### config.mk
export PLATFORM = sky130hd
export DESIGN_NAME = apb_master_interface
export DESIGN_NICKNAME = d
export VERILOG_FILES = /design/src/rtl/apb_master_pkg.sv /design/src/rtl/apb_timeout_cnt.sv /design/src/rtl/apb_master_interface.sv
export SDC_FILE = /design/constraint.sdc
export NUM_CORES = 1
export LEC_CHECK = 0
export CAP_MARGIN = 20
export CORE_ASPECT_RATIO = 0.5
export CORE_MARGIN = 2
export CORE_UTILIZATION = 45
export DETAILED_ROUTE_END_ITERATION = 7
export PLACE_DENSITY = 0.84
export SYNTH_ARGS = -nofsm -noshare
export SYNTH_HDL_FRONTEND = slang
export SYNTH_HIERARCHICAL = 1
export SYNTH_SLANG_ARGS = --single-unit
### constraint.sdc
create_clock -name apb_pclk_i -period 3.51 [get_ports apb_pclk_i]
set_input_delay 0.5265 -clock apb_pclk_i [delete_from_list [all_inputs] [get_ports apb_pclk_i]]
set_output_delay 0.5265 -clock apb_pclk_i [all_outputs]
set_load 0.02 [all_outputs]
### src/rtl/apb_master_pkg.sv
// Shared types for the APB initiator: FSM encoding, default bus widths and
// a request bundle that command sources can reuse.
package apb_master_pkg;

  localparam int unsigned ADDR_WIDTH_DEF = 12;
  localparam int unsigned DATA_WIDTH_DEF = 32;

  typedef enum logic [1:0] {
    IDLE,
    SETUP,
    ACCESS
  } apb_mst_state_e;

  typedef struct packed {
    logic [ADDR_WIDTH_DEF-1:0] addr;
    logic                      write;
    logic [DATA_WIDTH_DEF-1:0] wdata;
  } apb_req_t;

endpackage

### src/rtl/apb_timeout_cnt.sv
// ACCESS-phase wait counter; expired flags the last permitted wait cycle.
// A TIMEOUT of 0 disables expiry entirely.
module apb_timeout_cnt #(
  parameter int unsigned TIMEOUT = 255
) (
  input  logic clk,
  input  logic rst_n,
  input  logic clear,
  input  logic enable,
  output logic expired
);

  localparam int unsigned CNT_W = (TIMEOUT == 0) ? 1 : $clog2(TIMEOUT + 1);

  logic [CNT_W-1:0] cnt;

  // Saturating: once at all-ones the count holds rather than wrapping.
  always_ff @(posedge clk or negedge rst_n) begin
    if (!rst_n) begin
      cnt <= '0;
    end else if (clear) begin
      cnt <= '0;
    end else if (enable && (cnt != '1)) begin
      cnt <= cnt + CNT_W'(1);
    end
  end

  generate
    if (TIMEOUT == 0) begin : g_no_timeout
      assign expired = 1'b0;
    end else begin : g_timeout
      assign expired = (cnt == CNT_W'(TIMEOUT - 1));
    end
  endgenerate

endmodule

### src/rtl/apb_master_interface.sv
// APB3 initiator: turns a single-outstanding request/response handshake into
// SETUP/ACCESS transfers, aborting with an error if the target never responds.
module apb_master_interface
  import apb_master_pkg::*;
#(
  parameter int unsigned ADDR_WIDTH = ADDR_WIDTH_DEF,
  parameter int unsigned DATA_WIDTH = DATA_WIDTH_DEF,
  parameter int unsigned TIMEOUT    = 255
) (
  input  logic                  apb_pclk_i,
  input  logic                  apb_presetn_i,
  input  logic                  req_valid_i,
  output logic                  req_ready_o,
  input  logic [ADDR_WIDTH-1:0] req_addr_i,
  input  logic                  req_write_i,
  input  logic [DATA_WIDTH-1:0] req_wdata_i,
  output logic                  rsp_valid_o,
  output logic [DATA_WIDTH-1:0] rsp_rdata_o,
  output logic                  rsp_err_o,
  output logic [ADDR_WIDTH-1:0] apb_paddr_o,
  output logic                  apb_pwrite_o,
  output logic [DATA_WIDTH-1:0] apb_pwdata_o,
  output logic                  apb_psel_o,
  output logic                  apb_penable_o,
  input  logic                  apb_pready_i,
  input  logic [DATA_WIDTH-1:0] apb_prdata_i
);

  apb_mst_state_e state_q, state_d;
  logic           accept;
  logic           expired;
  logic           psel_d, penable_d;

  assign accept = req_valid_i & req_ready_o;

  always_ff @(posedge apb_pclk_i or negedge apb_presetn_i) begin
    if (!apb_presetn_i) begin
      state_q <= IDLE;
    end else begin
      state_q <= state_d;
    end
  end

  // pready is tested before expiry so a response on the limit cycle completes.
  always_comb begin
    state_d = state_q;
    unique case (state_q)
      IDLE:    if (accept) state_d = SETUP;
      SETUP:   state_d = ACCESS;
      ACCESS:  if (apb_pready_i || expired) state_d = IDLE;
      default: state_d = IDLE;
    endcase
  end

  // psel/penable are registered from the next state so they line up with it.
  always_comb begin
    req_ready_o = (state_q == IDLE);
    psel_d      = (state_d != IDLE);
    penable_d   = (state_d == ACCESS);
  end

  always_ff @(posedge apb_pclk_i or negedge apb_presetn_i) begin
    if (!apb_presetn_i) begin
      apb_psel_o    <= 1'b0;
      apb_penable_o <= 1'b0;
      apb_paddr_o   <= '0;
      apb_pwrite_o  <= 1'b0;
      apb_pwdata_o  <= '0;
      rsp_valid_o   <= 1'b0;
      rsp_rdata_o   <= '0;
      rsp_err_o     <= 1'b0;
    end else begin
      apb_psel_o    <= psel_d;
      apb_penable_o <= penable_d;
      rsp_valid_o   <= 1'b0;
      if (accept) begin
        apb_paddr_o  <= req_addr_i;
        apb_pwrite_o <= req_write_i;
        apb_pwdata_o <= req_wdata_i;
      end
      if (state_q == ACCESS) begin
        if (apb_pready_i) begin
          rsp_valid_o <= 1'b1;
          rsp_err_o   <= 1'b0;
          rsp_rdata_o <= apb_pwrite_o ? '0 : apb_prdata_i;
        end else if (expired) begin
          rsp_valid_o <= 1'b1;
          rsp_err_o   <= 1'b1;
          rsp_rdata_o <= '0;
        end
      end
    end
  end

  apb_timeout_cnt #(
    .TIMEOUT (TIMEOUT)
  ) u_timeout_cnt (
    .clk     (apb_pclk_i),
    .rst_n   (apb_presetn_i),
    .clear   (state_q == SETUP),
    .enable  ((state_q == ACCESS) && !apb_pready_i),
    .expired (expired)
  );

endmodule

## After elaboration in Yosys (flattened, before gate mapping)

Index checks and enable logic that the tools add are counted.
Widths: inputs -> output; s select.

| word-level totals | value |
|---|---|
| register bits after elaboration | 91 |
| output and inout bits | 82 |

| cells by class | value |
|---|---|
| bitwise logic cells | 1 |
| reduce and logical (&&, ||, !) cells | 9 |
| equality and inequality tests | 5 |
| $add $sub $neg | 1 |
| multiplexer cells | 13 |

Operators by type and width:

| kind | count |
|---|---|
| $mux 32 | 3 |
| $mux 8 | 2 |
| $add 8x1->8 const B | 1 |
| $eq 8x8->1 const B | 1 |
| $ne 8x8->1 const B | 1 |
| $pmux 2 s3 | 1 |
| $reduce_bool 2->1 | 3 |
| $mux 1 | 5 |
| $eq 2x2->1 const B | 2 |
| $mux 2 | 2 |
| $eq 2x1->1 const B | 1 |
| $logic_and 1x1->1 | 2 |
| $logic_not 2->1 | 1 |
| $reduce_and 2->1 | 1 |
| $and 1x1->1 | 1 |
| $logic_not 1->1 | 1 |
| $logic_or 1x1->1 | 1 |

## Depth between registers and ports, before layout

Gate-level depths: netlist (run 1).

| logic depth | value |
|---|---|
| word-level depth | 5 |
| mapped depth | 7 |
| mapped depth without buffers | 6 |

## Hierarchy

The synthesis (run 1) kept the hierarchy.

Modules (own cells, without submodules):

| module | sequential area each (sq um) | cells an instance | instances | area each (sq um) |
|---|---|---|---|---|
| apb_master_interface | 2077.0 | 257 | 1 | 3319.4 |
| apb_timeout_cnt | 200.2 | 53 | 1 | 495.5 |

## Worst setup path after synthesis (run 1)

No wires, ideal clock.

| timing path | value |
|---|---|
| path kind | flip-flop to flip-flop |
| start point | register state_q[0] |
| end point | register u_timeout_cnt.cnt[7] |
| cell stages (with the launch flop) | 8 |
| required time | 3385 ps |
| library setup time | 125 ps |
| data arrival time | 1658 ps |
| setup slack | 1727 ps |
| cells stage by stage | dfrtp_1 nand2b_1 clkbuf_1 nor2_1 buf_2 and3_1 nand4_1 mux2_4 |

| between the ends | value |
|---|---|
| cells in the longest elaborated chain, start to end | 4 |
| elaborated cells on any way between the ends | 6 |
| those cells by class | eq/ne: 2; mux: 1; reduce/logical: 3 |

RTL lines:

| what | line | text |
|---|---|---|
| from (decl) | apb_master_interface.sv:29 | `apb_mst_state_e state_q, state_d;` |
| from (signal assigned) | apb_master_interface.sv:40 | `state_q <= state_d;` |
| $eq 2x2->1 | apb_master_interface.sv:101 | `.enable ((state_q == ACCESS) && !apb_pready_i),` |
| $logic_and 1x1->1 | apb_master_interface.sv:101 |  |
| $logic_and 1x1->1 | apb_timeout_cnt.sv:23 | `end else if (enable && (cnt != '1)) begin` |
| $reduce_bool 2->1 (no source line) | - |  |
| to (signal assigned) | apb_timeout_cnt.sv:24 | `cnt <= cnt + CNT_W'(1);` |
| to (decl) | apb_timeout_cnt.sv:15 | `logic [CNT_W-1:0] cnt;` |

Parallel ways exist; a longest one is shown, timed or not.
A chain may end at the register's enable or synchronous reset.

## Worst setup path in the final report (run 1)

| timing path | value |
|---|---|
| start point | register u_timeout_cnt.cnt[2] |
| end point | register rsp_rdata_o[2] |

| between the ends | value |
|---|---|
| cells in the longest elaborated chain, start to end | 3 |

RTL lines:

| what | line | text |
|---|---|---|
| $eq 8x8->1 | apb_timeout_cnt.sv:32 | `assign expired = (cnt == CNT_W'(TIMEOUT - 1));` |
| named net expired | apb_master_interface.sv:31 | `logic expired;` |
| $reduce_bool 2->1 (no source line) | - |  |
| $reduce_and 2->1 (no source line) | - |  |
| to (signal assigned) | apb_master_interface.sv:85 | `rsp_rdata_o <= apb_pwrite_o ? '0 : apb_prdata_i;` |
| to (decl) | apb_master_interface.sv:18 | `output logic [DATA_WIDTH-1:0] rsp_rdata_o,` |

The timed path passes the listed nets, and every way through them passes these cells.

==> flow_summary.toml, run 1 <==
[run_status]
status = "finished clean"

[placement]
hpwlAfterDp_microns = 6805
placed_cell_area_sq_um = 5522
gp_congestion = 0.8232
numPortBuffers = 162
placed_cells = 569

[global_routing]
grt_pass1_wl_microns = 16190
overflow = 0
grt_max_degree = 47
met1_usage_pct = 26.90
antenna_found_initial = 0
grtUsageTotal_pct = 22.46
met3_usage_pct = 6.990
grt_pass1_vias = 3108
top_usage_layer = "met2"
grtUsageMet2_pct = 38.10

[timing]
grt_setup_unrepaired = "false"
finalHoldViolations = 0
drv_slew = 0
max_freq_ghz = 0.4639
finalCritPeriodShare_pct = 61.41
relSlewSlack_pct = 46.97
tns_ns = 0
clock_skew_ns = 0.006197
finalSetupViolCount = 0
period_needed_ns = 2.155
tightest_slew_ns = 0.7939

[logic_synthesis]
postSynthAreaPerCell_sq_um = 12.31
synth.distinct_cells = 34
yosys_warnings = 6
ys_seq_area_share_pct = 59.69
synth_adder_area_share_pct = 0.6560
synth.ff_latch_count = 91
synth_mux_area_share_pct = 16.73
synth_top_family_by_area = "multiplexers"
yosys.area_share.xor_xnor_pct = 0
yosys.area_share.simple_pct = 7.675
synth_compound_area_share_pct = 11.41
synthCells = 310
syn_nets = 393
netlist_area_sq_um = 3815

[detailed_routing]
routed_wl_microns = 10030
first_pass_iters = 4
drcViolationCount = 0
vias = 2974
vias_per_cell = 5.084
wire_per_inst_microns = 17.14
drtIter0Drc = 148
detail-route-antenna-nets = 0

[clock_tree]
cts_tree = "built"
postCtsSetupRepairBufs = 0
numCtsBuffers = 9
h-tree-depth = 3
clockBufferDepth = 2
clk-insertion-delay-late_ns = 0.34
cts_root_buffer = "clkbuf_16"
holdBufCountCts = 0
clk_pin_slew_worst_paths_ns = 0.06
post_cts_resized = 0
cts_sinks = 91

[layout]
num_antenna_cells = 0
final_common_cell = "clkdlybuf4s50_1"
final_cell_mix = "161 x clkdlybuf4s50_1, 91 x dfrtp_1, 51 x o21ai_1, 33 x nand2_1, 29 x mux2_4"
stdcell_count = 585
area_delta_synth_final_pct = 53.72
drive_above_1_share_pct = 12.47
fin_area_sq_um = 5864
layout.nets = 551

[setup_path]
worstSetupEndpointType = "flip-flop"
worstPathCellList = "and3_1 > and3_1 > nor2_2 > buf_4 > o21ai_0 > o21ai_1"
r2r_slack_ns = 1.35
crit_slowest_cell = "nor2_2"
path_class = "flip-flop to flip-flop"
cp.required_ns = 3.78
start_kind = "flip-flop"
crit_fanout = 18
crit_path_frequent_cell = "and3_1"
crit_arrival_ns = 2.42
slowest_delay_ns = 0.53

[power]
p_leak_nw = 2.495
irDropWorstVdd_uv = 418.5
power_density_nw_per_um2 = 949.7

[floorplanning]
ios = 163
dieArea_sq_um = 9275
initial_core_util_pct = 47.01
die_y_microns = 69.11
die_width_microns = 134.2
core_sq_um = 8115
rows = 23

[flow_run]
cap_violations = 0

[hold_path]
worstHoldPathType = "input pin to async pin"
registers in the layout, summed over array words and instances (netlist names):
register and cells:
apb_paddr_o 12, apb_penable_o 1, apb_psel_o 1, apb_pwdata_o 32, apb_pwrite_o 1, rsp_err_o 1
rsp_rdata_o 32, rsp_valid_o 1, state_q 2, u_timeout_cnt/cnt 8
Yosys cell counts:
cell      instances  share of area, %
nor2b_1           3              0.49
mux2_1           18               5.3
o21ai_0          13               1.7
nand2b_1          1              0.16
and4_1            1              0.23
nand3_1           4              0.52
and2b_1           1              0.20
buf_6             4               1.2
a21oi_1           7              0.92
o21ai_1          52               6.8
a211oi_1          2              0.39
and2_1            1              0.16
nand2_1          33               3.2
a311oi_1          1              0.23
buf_4             1              0.20
a41oi_1           1              0.23
nor4b_1           1              0.23
dfrtp_1          91                60
a31oi_1           1              0.16
mux2_4           29                11
and3_1            4              0.66
o31a_1            1              0.23
inv_1             4              0.39
o31ai_2           1              0.33
nand3_2           1              0.26
nor2_1            5              0.49
a21o_1            2              0.39
inv_2             1             0.098
or2_1             1              0.16
buf_2             9               1.2
clkbuf_1          8              0.79
nor3_1            4              0.52
nand4_1           2              0.33
ha_1              2              0.66
final cells by class:
cell class,count,area [sq um]
Inverter,5,18.77
Multi-Input combinational cell,192,1401
Fill cell,539,2251
Tap cell,112,140.1
Clock buffer,11,242.7
Timing Repair Buffer,169,1684
Clock inverter,5,100.1
Sequential cell,91,2277
kinds of logic (layout without fill, tap and decap cells):
group	after synthesis	in the layout
AND/OR/NAND/NOR	62	62
adder cells (fa/ha/maj)	2	2
multiplexers	47	47
buffers and inverters	27	190
flip-flops	91	91
AO/OA/AOI/OAI	81	81
worst max-delay path: cells and delay by family (launching register included):
family / cells / cell delay, ns
flip-flops: 1 / 0.45
AO/OA/AOI/OAI: 2 / 0.23
AND/OR/NAND/NOR: 3 / 1.06
buffers and inverters: 1 / 0.34
report_power, final:
group	leakage [nW]	switching, W	internal [W]	total, W
clock	0.169	0.000393	0.000713	0.00111
sequential	1.14	0.000259	0.00153	0.00179
combinational	1.18	0.00132	0.00136	0.00267
final timing paths:
check                      cells after the start                  from                to
setup reg to reg                               6  u_timeout_cnt/cnt[2]    rsp_rdata_o[2]
min in group apb_pclk_i                        1      apb_pwdata_o[10]  apb_pwdata_o[10]
hold reg to reg                                1      apb_pwdata_o[10]  apb_pwdata_o[10]
max in group asynchronous                      2         apb_presetn_i    apb_paddr_o[7]
setup / recovery                               6  u_timeout_cnt/cnt[2]    rsp_rdata_o[2]
hold / removal                                 1         apb_presetn_i       rsp_valid_o
through the flow:
step	hold WS (ns)	utilization [%]	power, W	setup WS (ns)
finish	0.1408	72.26	0.005569	1.355
global route	0.1662	72.26	0.005850	1.178
CTS	0.1451	72.26	0.005609	1.370
detailed placement	0.4740	68.04	0.004474	1.147
global placement	0.4669	68.04	0.004408	1.193
floorplan	0.2309	-	0.003198	1.727
layer usage:
layer | up-vias | part of all wire, %
met2 | 78 | 51
met3 | 25 | 4.6
li1 | 1390 | -
met4 | 0 | 3.0
met1 | 1481 | 41
met5 | - | 0
(Power assumes the default switching activity.)
==> run 2: changes to the inputs <==
--- a/config.mk
+++ b/config.mk
@@ -8,9 +8,9 @@
 export CAP_MARGIN = 20
 export CORE_ASPECT_RATIO = 0.5
 export CORE_MARGIN = 2
-export CORE_UTILIZATION = 45
+export CORE_UTILIZATION = 38
 export DETAILED_ROUTE_END_ITERATION = 7
-export PLACE_DENSITY = 0.84
+export PLACE_DENSITY = 0.76
 export SYNTH_ARGS = -nofsm -noshare
 export SYNTH_HDL_FRONTEND = slang
 export SYNTH_HIERARCHICAL = 1
==> constraint.sdc (replaced) <==
create_clock -name apb_pclk_i -period 1.9 [get_ports apb_pclk_i]
set_input_delay 0.285 -clock apb_pclk_i [delete_from_list [all_inputs] [get_ports apb_pclk_i]]
set_output_delay 0.285 -clock apb_pclk_i [all_outputs]
set_load 0.02 [all_outputs]
==> run 2 against run 1 <==
Against the previous run: clock power increased by 74%; via count grew 0.17%; critical endpoint is now rsp_rdata_o[30]; sequential share of layout area shrank 0.88 points; die area grew 18%; worst setup slack got worse by 1.1 ns; first-iteration DRC count up 75%; hold slack better by 0.32 ns; clock skew rose by 0.0016 ns; critical path type unchanged; design area up 2.3%; core utilization shrank 9.8 points.
==> flow_summary.toml, run 2 (same netlist as run 1, synthesis figures left out) <==
[layout]
area_delta_synth_final_pct = 57.30
drive_above_1_share_pct = 13.78
layout.nets = 557
n_fill_cell = 749
fin_area_sq_um = 6001
largestRegisters = "apb_pwdata_o: 32 flops, rsp_rdata_o: 32 flops, apb_paddr_o: 12 flops"
final_cell_mix = "160 x clkdlybuf4s50_1, 91 x dfrtp_1, 51 x o21ai_1, 33 x nand2_1, 29 x mux2_4"
final_common_cell = "clkdlybuf4s50_1"
num_antenna_cells = 0

[setup_path]
crit_path_end = "rsp_rdata_o[30]"
cp.required_ns = 2.11
crit_fanout = 33
rr_worst_depth = 6
r2r_slack_ns = 0.21
r2r_start = "u_timeout_cnt/cnt[2]"
crit_arrival_ns = 1.90
r2r_end = "rsp_rdata_o[30]"
start_kind = "flip-flop"
critPathLaunch = "u_timeout_cnt/cnt[2]"
worstSetupEndpointType = "flip-flop"
path_class = "flip-flop to flip-flop"

[power]
power_density_nw_per_um2 = 1716
irDropWorstVdd_uv = 629.3
p_total_w = 0.01030
p_leak_nw = 2.537

[detailed_routing]
vias = 2979
drcViolationCount = 0
vias_per_cell = 4.852
first_pass_iters = 4
wire_per_inst_microns = 17.05
drtIter0Drc = 259
routed_wl_microns = 10470
detail-route-antenna-nets = 0

[timing]
finalHoldViolations = 0
grt_setup_unrepaired = "false"
clock_skew_ns = 0.007821
finalCritPeriodShare_pct = 89.10
setup_slack_ns = 0.2072
relSlewSlack_pct = 67.37
tns_ns = 0
tightest_slew_ns = 0.4895
period_needed_ns = 1.693
drv_slew = 0
max_freq_ghz = 0.5907
finalSetupViolCount = 0
timing.hold.ws_ns = 0.4658

[floorplanning]
die_y_microns = 74.85
rows = 25
ios = 163
die_width_microns = 145.7
dieArea_sq_um = 10910
core_sq_um = 9603
initial_core_util_pct = 39.73

[clock_tree]
h-tree-depth = 3
clk-insertion-delay-late_ns = 0.34
cts_root_buffer = "clkbuf_16"
cts_sinks = 91
cts_tree = "built"
clockBufferDepth = 2
clk_pin_slew_worst_paths_ns = 0.06
numCtsBuffers = 9

[global_routing]
grtUsageTotal_pct = 19.72
overflow = 0
grt_pass1_wl_microns = 16440
antenna_found_initial = 0
grt_max_degree = 39
grt_pass1_vias = 2995

[placement]
hpwlAfterDp_microns = 7530
numPortBuffers = 162
gp_congestion = 0.8076
placed_cell_area_sq_um = 5663
place_ws_ns = 0.1579

[flow_run]
cap_violations = 0

[run_status]
status = "finished clean"

[hold_path]
worstHoldPathType = "input pin to async pin"
## run 2: metal layers
metal | track usage, % | part of all wire [%] | vias up | wire [microns]
li1 | - | - | 1414 | -
met1 | 24.62 | 41 | 1486 | 4313
met2 | 35.53 | 54 | 70 | 5627
met3 | 4.606 | 3.8 | 9 | 393
met4 | 5.447 | 1.3 | 0 | 131
met5 | 0 | 0 | - | 0
## run 2: layout make-up
cell class / instances / area (sq um) / area share, %
tap: 135 / 168.9 / 2.815
inverter: 5 / 18.77 / 0.3128
timing repair buffer: 175 / 1805 / 30.09
sequential: 91 / 2277 / 37.95
clock inverter: 6 / 88.84 / 1.480
multi-input combinational: 192 / 1403 / 23.37
clock buffer: 10 / 239.0 / 3.982
## run 2: timing repair
item                                    4_1_cts  5_1_grt
endpoints found under the setup margin        1        1
hold endpoints to repair                     34        0
setup buffers                                 0        0
cloned                                        0        0
hold buffers                                  1        0
gates resized for setup                       1        1
## run 2: power breakdown
part / internal, W / switching (W)
Combinational: 0.00260 / 0.00244
Clock: 0.00119 / 0.000743
Sequential: 0.00283 / 0.000498
## run 2: metrics by stage
step,utilization (%),cells
floorplan,-,310
global placement,58.97,597
detailed placement,58.97,597
CTS,62.48,614
global route,62.49,614
finish,62.49,614
## run 2: worst min-delay path by stage
stage	cells past startpoint	to	slack, ns	start
2_1_floorplan	0	apb_paddr_o[0]	-0.01	apb_presetn_i
3_3_place_gp	1	rsp_rdata_o[6]	0.28	apb_presetn_i
3_5_place_dp	1	rsp_rdata_o[6]	0.28	apb_presetn_i
4_1_cts	2	rsp_rdata_o[6]	0.46	apb_presetn_i
5_1_grt	2	rsp_rdata_o[6]	0.49	apb_presetn_i
6_report	2	rsp_rdata_o[6]	0.47	apb_presetn_i
## run 2: worst max-delay path: stages, from the launching register on
cell     delay [ns]
dfrtp_1        0.44
and3_2         0.29
and3_1         0.27
nor2_2         0.08
buf_12         0.17
o21ai_0        0.20
o21ai_1        0.10
==> run 3: changes to the inputs <==
--- a/config.mk
+++ b/config.mk
@@ -8,10 +8,10 @@
 export CAP_MARGIN = 20
 export CORE_ASPECT_RATIO = 0.5
 export CORE_MARGIN = 2
-export CORE_UTILIZATION = 38
+export CORE_UTILIZATION = 40
+export CTS_BUF_LIST = sky130_fd_sc_hd__clkbuf_8
 export DETAILED_ROUTE_END_ITERATION = 7
-export PLACE_DENSITY = 0.76
+export PLACE_DENSITY = 0.78
 export SYNTH_ARGS = -nofsm -noshare
 export SYNTH_HDL_FRONTEND = slang
-export SYNTH_HIERARCHICAL = 1
 export SYNTH_SLANG_ARGS = --single-unit
==> run 3 against run 2 <==
Against the previous run: critical path depth shrank 1; final cell count shrank 1.6%; global-route usage shrank 1.3 points; fmax shrank 5.0%; worst setup slack lost 0.088 ns; power shrank 1.9%; combinational power grew 3%; core utilization shrank 0.13 points; hold slack lost 0.0076 ns; clock-buffer cell count grew 1; critical path type unchanged; critical endpoint unchanged; largest cell class unchanged; highest routed layer unchanged.
==> flow_summary.toml, run 3 <==
[setup_path]
crit_arrival_ns = 1.99
crit_fanout = 36
start_kind = "flip-flop"
path_class = "flip-flop to flip-flop"
worstSetupEndpointType = "flip-flop"
cp.required_ns = 2.11

[logic_synthesis]
synth.most_common_cell = "dfrtp_1"
synth_top_cell_by_area = "dfrtp_1"
synthCells = 299
syn_nets = 382
synth_top_area_share_pct = 57.67
netlist_area_sq_um = 3949
yosys_warnings = 0
postSynthAreaPerCell_sq_um = 13.21
synth.distinct_cells = 39
ys_top_cells_by_area = "dfrtp_1 58%, mux2_4 11%, a22oi_1 6.1%"
synth-edff-count = 0
synth.ff_latch_count = 91
ys_seq_area_share_pct = 57.67
ys.flop_type = "dfrtp_1"
yosys-top-cells-count = "91 x dfrtp_1, 33 x inv_1, 32 x a22oi_1"
async_flop_share_pct = 100.0

[timing]
max_freq_ghz = 0.5614
drv_slew = 0
tns_ns = 0
clock_skew_ns = 0.007385
finalSetupViolCount = 0
finalHoldViolations = 0
grt_setup_unrepaired = "true"
relSlewSlack_pct = 46.24
period_needed_ns = 1.781
finalCritPeriodShare_pct = 93.75
timing.hold.ws_ns = 0.4581
tightest_slew_ns = 0.8043

[clock_tree]
clk_pin_slew_worst_paths_ns = 0.09
clk-insertion-delay-late_ns = 0.37
cts_sinks = 91
h-tree-depth = 3
numCtsBuffers = 9
cts_root_buffer = "clkbuf_8"
clockBufferDepth = 2
cts_tree = "built"

[power]
p_total_w = 0.01011
power_density_nw_per_um2 = 1704
irDropWorstVdd_uv = 617.7
p_leak_nw = 2.676

[global_routing]
grt_pass1_vias = 2904
overflow = 0
grtUsageTotal_pct = 18.38
antenna_found_initial = 0
grt_max_degree = 48
grt_pass1_wl_microns = 14870

[floorplanning]
ios = 163
die_y_microns = 74.26
die_width_microns = 144.5
core_sq_um = 9509
dieArea_sq_um = 10730
rows = 25
initial_core_util_pct = 41.53

[layout]
stdcell_count = 604
area_delta_synth_final_pct = 50.16
final_common_cell = "clkdlybuf4s50_1"
num_antenna_cells = 0
final_core_utilization_pct = 62.36
n_fill_cell = 795
drive_above_1_share_pct = 15.78
layout.nets = 547
final_cell_mix = "160 x clkdlybuf4s50_1, 91 x dfrtp_1, 34 x inv_1, 32 x a22oi_1, 30 x mux2_4"
largestRegisters = "apb_pwdata_o: 32 flops, rsp_rdata_o: 32 flops, apb_paddr_o: 12 flops"

[detailed_routing]
drcViolationCount = 0
wire_per_inst_microns = 16.13
vias = 2933
vias_per_cell = 4.856
detail-route-antenna-nets = 0
routed_wl_microns = 9744
first_pass_iters = 4
drtIter0Drc = 199

[hold_path]
worstHoldPathType = "input pin to async pin"

[placement]
hpwlAfterDp_microns = 6908
gp_congestion = 0.7886
placed_cells = 587
numPortBuffers = 162

[flow_run]
cap_violations = 0

[run_status]
status = "finished clean"
run 3: changes by cell type after synthesis, sizes merged, moves of 3 or more:
cell / delta
inv: +28
a21oi: -6
mux2i: +3
clkbuf: -8
a22oi: +32
nand2: -28
nand3: -3
o21ai: -29
run 3: cell families (layout without fill, tap and decap cells):
| family | after synthesis | count (layout) | share of synthesized area, % |
|---|---|---|---|
| simple gates | 31 | 31 | 5.324 |
| buf+inv | 49 | 219 | 7.161 |
| flops | 91 | 91 | 57.67 |
| fa+ha+maj | 2 | 2 | 0.6336 |
| compound gates | 78 | 78 | 12.77 |
| mux | 48 | 48 | 16.44 |
run 3: final cells by class:
type                            instances  area [sq um]  area share (%)
Timing Repair Buffer                  170          1722           29.04
Sequential cell                        91          2277           38.40
Clock buffer                           11         151.4           2.553
Multi-Input combinational cell        159          1410           23.78
Clock inverter                          5         76.32           1.287
Tap cell                              135         168.9           2.849
Inverter                               33         123.9           2.089
run 3: layer usage:
metal	part of all wire (%)	global-route usage (%)	up-vias
met5	0	0	-
met1	43	21.98	1457
met2	51	31.60	73
li1	-	-	1383
met4	2.3	8.414	0
met3	4.3	5.216	20
run 3: worst max-delay path, cell delays in order, from the launching register on:
cell	delay, ns
dfrtp_1	0.43
inv_1	0.07
ha_1	0.13
nand3_1	0.13
o21bai_4	0.66
o21ai_0	0.19
run 3: metrics by stage:
stage / worst slack, ns / instance area, sq um
after detailed placement: 0.03185 / 5689
after global routing: -0.06180 / 5929
after global placement: 0.1074 / 5689
after CTS: 0.002451 / 5927
final: 0.1188 / 5929
after floorplan: 0.5009 / 3949
run 3: what timing repair did:
item                                   CTS  global route
setup endpoints to repair                0            14
setup buffers                            0             0
endpoints found under the hold margin   41             0
hold buffers                             1             0
gates resized for setup                  0             3
run 3: final timing paths:
kind                                 startpoint  depth (start not counted)  slack, ns                    to
min in group apb_pclk_i          apb_paddr_o[6]                          1       0.51        apb_paddr_o[6]
setup reg to reg           u_timeout_cnt.cnt[0]                          5       0.12       rsp_rdata_o[30]
setup / recovery           u_timeout_cnt.cnt[0]                          5       0.12       rsp_rdata_o[30]
hold reg to reg                  apb_paddr_o[6]                          1       0.51        apb_paddr_o[6]
max in group asynchronous         apb_presetn_i                          3       0.83      apb_pwdata_o[31]
hold / removal                    apb_presetn_i                          2       0.46  u_timeout_cnt.cnt[6]
run 3: power breakdown:
group	leakage (nW)	switching (W)	internal, W	total [W]
logic	1.52	0.00237	0.00280	0.00517
clock network	0.117	0.000685	0.000806	0.00149
registers	1.04	0.000611	0.00283	0.00344
total	2.68	0.00367	0.00644	0.0101
